[src/rtl/fir2d_pkg.sv]
// Shared constants for the 3x3 2D FIR datapath and its frame sequencer.
package fir2d_pkg;
    localparam int KSIZE = 3;

    localparam logic [2:0] ST_IDLE  = 3'd0;
    localparam logic [2:0] ST_CLR   = 3'd1;
    localparam logic [2:0] ST_FILL  = 3'd2;
    localparam logic [2:0] ST_RUN   = 3'd3;
    localparam logic [2:0] ST_FLUSH = 3'd4;
    localparam logic [2:0] ST_DONE  = 3'd5;
endpackage

[src/rtl/fir2d_frame_seq_if.sv]
// Pixel handshake and datapath control bundle between the frame sequencer and its neighbours.
interface fir2d_frame_seq_if;
    logic start;
    logic pix_valid;
    logic pix_ready;
    logic shift_en;
    logic zero_in;
    logic acc_clr;
    logic pad_top;
    logic pad_bot;
    logic pad_left;
    logic pad_right;
    logic win_valid;
    logic busy;
    logic done;

    modport master (
        output start, pix_valid,
        input  pix_ready, shift_en, zero_in, acc_clr, pad_top, pad_bot,
               pad_left, pad_right, win_valid, busy, done
    );
    modport slave (
        input  start, pix_valid,
        output pix_ready, shift_en, zero_in, acc_clr, pad_top, pad_bot,
               pad_left, pad_right, win_valid, busy, done
    );
endinterface

[src/rtl/fir2d_pos_cnt.sv]
// Raster position counter for the window centre; column wraps into the next row and
// the count parks on the last cell of the frame.
module fir2d_pos_cnt #(
    parameter int W = 8,
    parameter int H = 8
) (
    input  logic                 clk,
    input  logic                 rst_n,
    input  logic                 clr,
    input  logic                 inc,
    output logic [$clog2(H)-1:0] row,
    output logic [$clog2(W)-1:0] col,
    output logic                 last
);
    localparam int RW  = $clog2(H);
    localparam int CLW = $clog2(W);

    logic [RW-1:0]  r_row;
    logic [CLW-1:0] r_col;
    logic           w_col_end;
    logic           w_row_end;

    assign w_col_end = (r_col == CLW'(W - 1));
    assign w_row_end = (r_row == RW'(H - 1));

    always_ff @(posedge clk) begin
        if (!rst_n || clr) begin
            r_row <= '0;
            r_col <= '0;
        end else if (inc) begin
            if (!w_col_end) begin
                r_col <= r_col + 1'b1;
            end else if (!w_row_end) begin
                r_col <= '0;
                r_row <= r_row + 1'b1;
            end
        end
    end

    assign row  = r_row;
    assign col  = r_col;
    assign last = w_col_end && w_row_end;
endmodule

[src/rtl/fir2d_frame_seq.sv]
// Frame sequencer for the 3x3 FIR: counts accepted pixels, flushes the window pipeline
// with zeros and drives registered window-valid / border-pad flags.
module fir2d_frame_seq #(
    parameter int IMG_W = 8,
    parameter int IMG_H = 8
) (
    input logic               clk,
    input logic               rst_n,
    fir2d_frame_seq_if.slave  bus
);
    import fir2d_pkg::*;

    localparam int CW  = $clog2(IMG_W * IMG_H + 1);
    localparam int PW  = $clog2(IMG_W + 1);
    localparam int RW  = $clog2(IMG_H);
    localparam int CLW = $clog2(IMG_W);

    logic [2:0]     r_state;
    logic [CW-1:0]  r_in_cnt;
    logic [PW-1:0]  r_ph;
    logic           r_win_valid, r_pad_top, r_pad_bot, r_pad_left, r_pad_right;
    logic           w_accept, w_emit, w_clr, w_last;
    logic [RW-1:0]  w_row;
    logic [CLW-1:0] w_col;

    assign bus.pix_ready = (r_state == ST_FILL) || (r_state == ST_RUN);
    assign w_accept      = bus.pix_valid && bus.pix_ready;
    // FILL only primes the line buffers; windows start once the centre has a full lower row
    assign w_emit        = ((r_state == ST_RUN) && w_accept) || (r_state == ST_FLUSH);
    assign w_clr         = (r_state == ST_CLR);

    assign bus.shift_en  = w_accept || (r_state == ST_FLUSH);
    assign bus.zero_in   = (r_state == ST_FLUSH);
    assign bus.acc_clr   = w_clr;
    assign bus.busy      = (r_state != ST_IDLE);
    assign bus.done      = (r_state == ST_DONE);

    fir2d_pos_cnt #(.W(IMG_W), .H(IMG_H)) u_pos (
        .clk   (clk),
        .rst_n (rst_n),
        .clr   (w_clr),
        .inc   (w_emit),
        .row   (w_row),
        .col   (w_col),
        .last  (w_last)
    );

    always_ff @(posedge clk) begin
        if (!rst_n) begin
            r_state  <= ST_IDLE;
            r_in_cnt <= '0;
            r_ph     <= '0;
        end else begin
            case (r_state)
                ST_IDLE:  if (bus.start) r_state <= ST_CLR;
                ST_CLR: begin
                    r_state  <= ST_FILL;
                    r_in_cnt <= '0;
                    r_ph     <= '0;
                end
                ST_FILL: if (w_accept) begin
                    r_in_cnt <= r_in_cnt + 1'b1;
                    if (r_in_cnt == CW'(IMG_W)) r_state <= ST_RUN;
                end
                ST_RUN: if (w_accept) begin
                    r_in_cnt <= r_in_cnt + 1'b1;
                    if (r_in_cnt == CW'(IMG_W * IMG_H - 1)) r_state <= ST_FLUSH;
                end
                ST_FLUSH: begin
                    r_ph <= r_ph + 1'b1;
                    // the phase count and the last-cell flag land on the same cycle
                    if ((r_ph == PW'(IMG_W)) || w_last) r_state <= ST_DONE;
                end
                ST_DONE:  r_state <= ST_IDLE;
                default:  r_state <= ST_IDLE;
            endcase
        end
    end

    always_ff @(posedge clk) begin
        if (!rst_n) begin
            r_win_valid <= 1'b0;
            r_pad_top   <= 1'b0;
            r_pad_bot   <= 1'b0;
            r_pad_left  <= 1'b0;
            r_pad_right <= 1'b0;
        end else begin
            r_win_valid <= w_emit;
            r_pad_top   <= w_emit && (w_row == '0);
            r_pad_bot   <= w_emit && (w_row == RW'(IMG_H - 1));
            r_pad_left  <= w_emit && (w_col == '0);
            r_pad_right <= w_emit && (w_col == CLW'(IMG_W - 1));
        end
    end

    assign bus.win_valid = r_win_valid;
    assign bus.pad_top   = r_pad_top;
    assign bus.pad_bot   = r_pad_bot;
    assign bus.pad_left  = r_pad_left;
    assign bus.pad_right = r_pad_right;
endmodule
[src/flat_wrapper.sv]
// flat-port wrapper written by rule: the top's interface ports become plain ports
module fir2d_frame_seq_flat import fir2d_pkg::*;
#(
    parameter int IMG_W = 8,
    parameter int IMG_H = 8
)
  (clk, rst_n, bus_start, bus_pix_valid, bus_pix_ready, bus_shift_en, bus_zero_in, bus_acc_clr, bus_pad_top, bus_pad_bot, bus_pad_left, bus_pad_right, bus_win_valid, bus_busy, bus_done);
  fir2d_frame_seq_if bus_i ();
  input logic clk;
  input logic rst_n;
  input wire logic [$bits(bus_i.start)-1:0] bus_start;
  input wire logic [$bits(bus_i.pix_valid)-1:0] bus_pix_valid;
  output wire logic [$bits(bus_i.pix_ready)-1:0] bus_pix_ready;
  output wire logic [$bits(bus_i.shift_en)-1:0] bus_shift_en;
  output wire logic [$bits(bus_i.zero_in)-1:0] bus_zero_in;
  output wire logic [$bits(bus_i.acc_clr)-1:0] bus_acc_clr;
  output wire logic [$bits(bus_i.pad_top)-1:0] bus_pad_top;
  output wire logic [$bits(bus_i.pad_bot)-1:0] bus_pad_bot;
  output wire logic [$bits(bus_i.pad_left)-1:0] bus_pad_left;
  output wire logic [$bits(bus_i.pad_right)-1:0] bus_pad_right;
  output wire logic [$bits(bus_i.win_valid)-1:0] bus_win_valid;
  output wire logic [$bits(bus_i.busy)-1:0] bus_busy;
  output wire logic [$bits(bus_i.done)-1:0] bus_done;
  assign bus_i.start = bus_start;
  assign bus_i.pix_valid = bus_pix_valid;
  assign bus_pix_ready = bus_i.pix_ready;
  assign bus_shift_en = bus_i.shift_en;
  assign bus_zero_in = bus_i.zero_in;
  assign bus_acc_clr = bus_i.acc_clr;
  assign bus_pad_top = bus_i.pad_top;
  assign bus_pad_bot = bus_i.pad_bot;
  assign bus_pad_left = bus_i.pad_left;
  assign bus_pad_right = bus_i.pad_right;
  assign bus_win_valid = bus_i.win_valid;
  assign bus_busy = bus_i.busy;
  assign bus_done = bus_i.done;
  fir2d_frame_seq #(.IMG_W(IMG_W), .IMG_H(IMG_H)) u_core (.clk(clk), .rst_n(rst_n), .bus(bus_i));
endmodule
[config.mk]
export PLATFORM = sky130hd
export DESIGN_NAME = fir2d_frame_seq_flat
export DESIGN_NICKNAME = d
export VERILOG_FILES = /design/src/rtl/fir2d_pkg.sv /design/src/rtl/fir2d_frame_seq_if.sv /design/src/rtl/fir2d_pos_cnt.sv /design/src/rtl/fir2d_frame_seq.sv /design/src/flat_wrapper.sv
export SDC_FILE = /design/constraint.sdc
export NUM_CORES = 1
export LEC_CHECK = 0
export CORE_UTILIZATION = 49
export CTS_BUF_LIST = sky130_fd_sc_hd__clkbuf_16
export CTS_CLUSTER_DIAMETER = 80
export DETAILED_ROUTE_END_ITERATION = 10
export PLACE_DENSITY = 0.71
export SLEW_MARGIN = 20
export SYNTH_ARGS = -nofsm -noshare
export SYNTH_HDL_FRONTEND = slang
export SYNTH_HIERARCHICAL = 1
export SYNTH_SLANG_ARGS = --single-unit
[constraint.sdc]
create_clock -name clk -period 1.35 [get_ports clk]
set_input_delay 0.27 -clock clk [delete_from_list [all_inputs] [get_ports clk]]
set_output_delay 0.27 -clock clk [all_outputs]
set_load 0.01 [all_outputs]
==> metrics <==
DRT Pass-1 Iters 4; Leakage Power 0.830 nW; Flop pwr share 34.1%; power density over the cells 1220 mW/mm²; CP peak stage delay 0.51 ns; xor/xnor share of the synthesized area 4.00%; Mapped Cells 151; Max Slew Vio Count 0; Die Wd 53.8 µm; dpl ws -0.362 ns; Pint 0.00165 W; Worst Setup Start Kind flop; Final WS setup -0.163 ns; Num CTS Buffers 3; post-route core utilization 79.0%; Peak VDD IR 1.06 mV; Final #Nets 212; Post-Synth Simple-Gate Area 28.9%; number of global-route vias before repair 1,190; Max Cap Viol 0; Synth cell types 38; area share of the leading cell type in the synthesized netlist 38.1%; Clock Power Share 27.8%; Psw 0.000751 W; Synth Area in Adders 7.61%; DIE AREA 0.00289 mm²; Remaining Overflow, GRT 0; Least-Margin Pin Slew 0.406 ns; ranking of synthesized cells by area dfxtp_1 38%, ha_1 7.6%, nand3b_1 5.7%; sequential area share after synthesis 38.1%; Layout Cells excl Fill 229; routed vias 1,274; switching fraction of total power 31.2%; CTS tree done; syn nets 163; Peak Freq 661 MHz; ys flop type dfxtp_1; main combinational cell family by area after synthesis simple AND/OR/NAND/NOR gates; violated checks setup timing; later-pin clock latency in the skew report 0.26 ns; Vias per Instance 5.56; CP Max Fanout 4; Synth Register Bits 25; Yosys top cell by area dfxtp_1; DRC viols 0; clock slew at reported path FFs 0.06 ns; most frequent cell after synthesis dfxtp_1; post-detailed-routing wire length 3490 µm; post-synthesis compound-gate area fraction 11.1%; worst hold path depth 1; clk buf depth 2; Clock Tree Root clkbuf_16; post-synthesis async set-or-reset flop share 0%; area grow syn2layout 50.1%; slowest stage cell, crit path or4b_4; placed instance count 220; post-route clock period utilization 112%; reg2reg path depth 5; post-synthesis mux area share 3.81%; critical path endpoint category flop; Post-DP HPWL 2380 µm; routability congestion estimate 0.820; site row count 18; Routed Antenna Nets 0; outcome complete, but fails checks; fill cell count 148; Max-slew headroom 72.8%; syn avg cell area 8.71 µm²; hold-fix buffer count after cts 0; Syn. warnings 6; Post-synth top cells 25 x dfxtp_1, 12 x nand2_1, 11 x nor2_1; hold crit path type reg -> reg; Final Hold Viols 0; clk sinks 25; CP required 1.54 ns; critical path cell sequence buf_6 -> or4b_4 -> o22ai_4 -> nand4_1 -> a21boi_1; Routed wire per std cell 15.2 µm; H-tree depth 1; Setup Viol. Count Final 18; Die Y 53.8 µm; crit path kind reg -> reg; clk_skew 0.00275 ns; Initial Util 52.6%; EDFF count, synth 0; Setup TNS -1.36 ns; initial DRC count 37; # port buffers 14; CP Data Arrival Time 1.70 ns; Post-Syn Area 0.00132 mm²; RSZ-0062 raised after global routing yes; Tot GR Track Use 25.8%; core area 0.00250 mm²; pin count of the biggest net entering global routing 15; initial antenna violation count 0; post-layout minimum cycle time 1.51 ns; combinational power share 38.0%; storage element area 509 µm²; first-pass GRT wire length 5270 µm; # IOs 15; Antenna Diode Count 0; layout cells sized above 1 39.2%; multi-input gate area in the final layout 881 µm²
-- state kept, by name, summed over array words and instances, names as in the netlist --
signal and flops:
u_core/bus.pad_right 1, u_core/r_state 3, u_core/u_pos/row 3, u_core/r_ph 4
u_core/r_in_cnt 7, u_core/bus.pad_left 1, u_core/bus.pad_bot 1, u_core/bus.win_valid 1
u_core/u_pos/col 3, u_core/bus.pad_top 1
-- per-layer routing --
metal	routed length, µm	up-vias	GRT usage (%)
met2	1740	32	43.0
met3	135	7	3.39
met5	0	-	0
met4	59	0	13.6
li1	-	629	-
met1	1560	606	32.1
-- per-stage QoR --
stage | hold WS, ns | power, W | cell area [µm²]
after floorplan | 0.433 | 0.00120 | 1340
after global placement | 0.471 | 0.00153 | 1710
after detailed placement | 0.490 | 0.00155 | 1710
after CTS | 0.495 | 0.00230 | 1870
after global routing | 0.519 | 0.00251 | 1970
final | 0.499 | 0.00241 | 1970
-- placed cells by master (no fill, tap or decap), drive strengths merged, types with 4 or more instances in the layout --
| master | n |
|---|---|
| nor2 | 11 |
| nand3b | 10 |
| a21boi | 4 |
| buf | 41 |
| mux2i | 5 |
| o22ai | 4 |
| ha | 8 |
| dfxtp | 25 |
| nand2 | 12 |
| dlygate4sd2 | 7 |
| inv | 11 |
| nand3 | 8 |
| xnor2 | 5 |
| nor4 | 5 |
-- final timing paths --
check	start	to	slack, ns
max reg2reg	u_core/r_state[0]$_SDFFE_PN0P_	u_core/r_state[2]$_SDFFE_PN0P_	-0.16
min reg2reg	u_core/u_pos/row[2]$_SDFFE_PP0P_	u_core/bus.pad_top$_SDFF_PN0_	0.50
min	u_core/u_pos/row[2]$_SDFFE_PP0P_	u_core/bus.pad_top$_SDFF_PN0_	0.50
max	u_core/r_state[0]$_SDFFE_PN0P_	u_core/r_state[2]$_SDFFE_PN0P_	-0.16
-- critical path: cells and delay by family, from the launching register on --
family | cells | cell delay, ns
buf+inv | 1 | 0.12
flops | 1 | 0.33
simple gates | 2 | 0.63
compound gates | 2 | 0.35
-- what timing repair did --
action | in CTS | in global routing
endpoints found under the setup margin | 33 | 24
buffers inserted | 3 | 2
pin swaps | 6 | 13
resized for setup | 42 | 25
-- final cells by class --
| type | count | area share, % |
|---|---|---|
| Clock buffer | 3 | 3.80 |
| Sequential cell | 25 | 25.8 |
| Tap cell | 30 | 1.90 |
| Multi-Input combinational cell | 107 | 44.6 |
| Timing Repair Buffer | 52 | 21.5 |
| Clock inverter | 1 | 0.253 |
| Inverter | 11 | 2.09 |
-- cells by family after synthesis --
family | Yosys count
DFF | 25
and+or+nand+nor | 67
AOI/OAI and AO/OA | 21
buffers and inverters | 19
muxes | 5
xor gates and xnor gates | 6
adders and majority gates | 8
-- power groups by stage --
stage	logic, W	clock network, W	registers (W)
after floorplan	0.000384	0	0.000820
after global placement	0.000714	0	0.000816
after detailed placement	0.000733	0	0.000818
after CTS	0.000808	0.000680	0.000815
after global routing	0.000979	0.000708	0.000825
final	0.000915	0.000670	0.000821
Power figures use the tool's default switching activity.
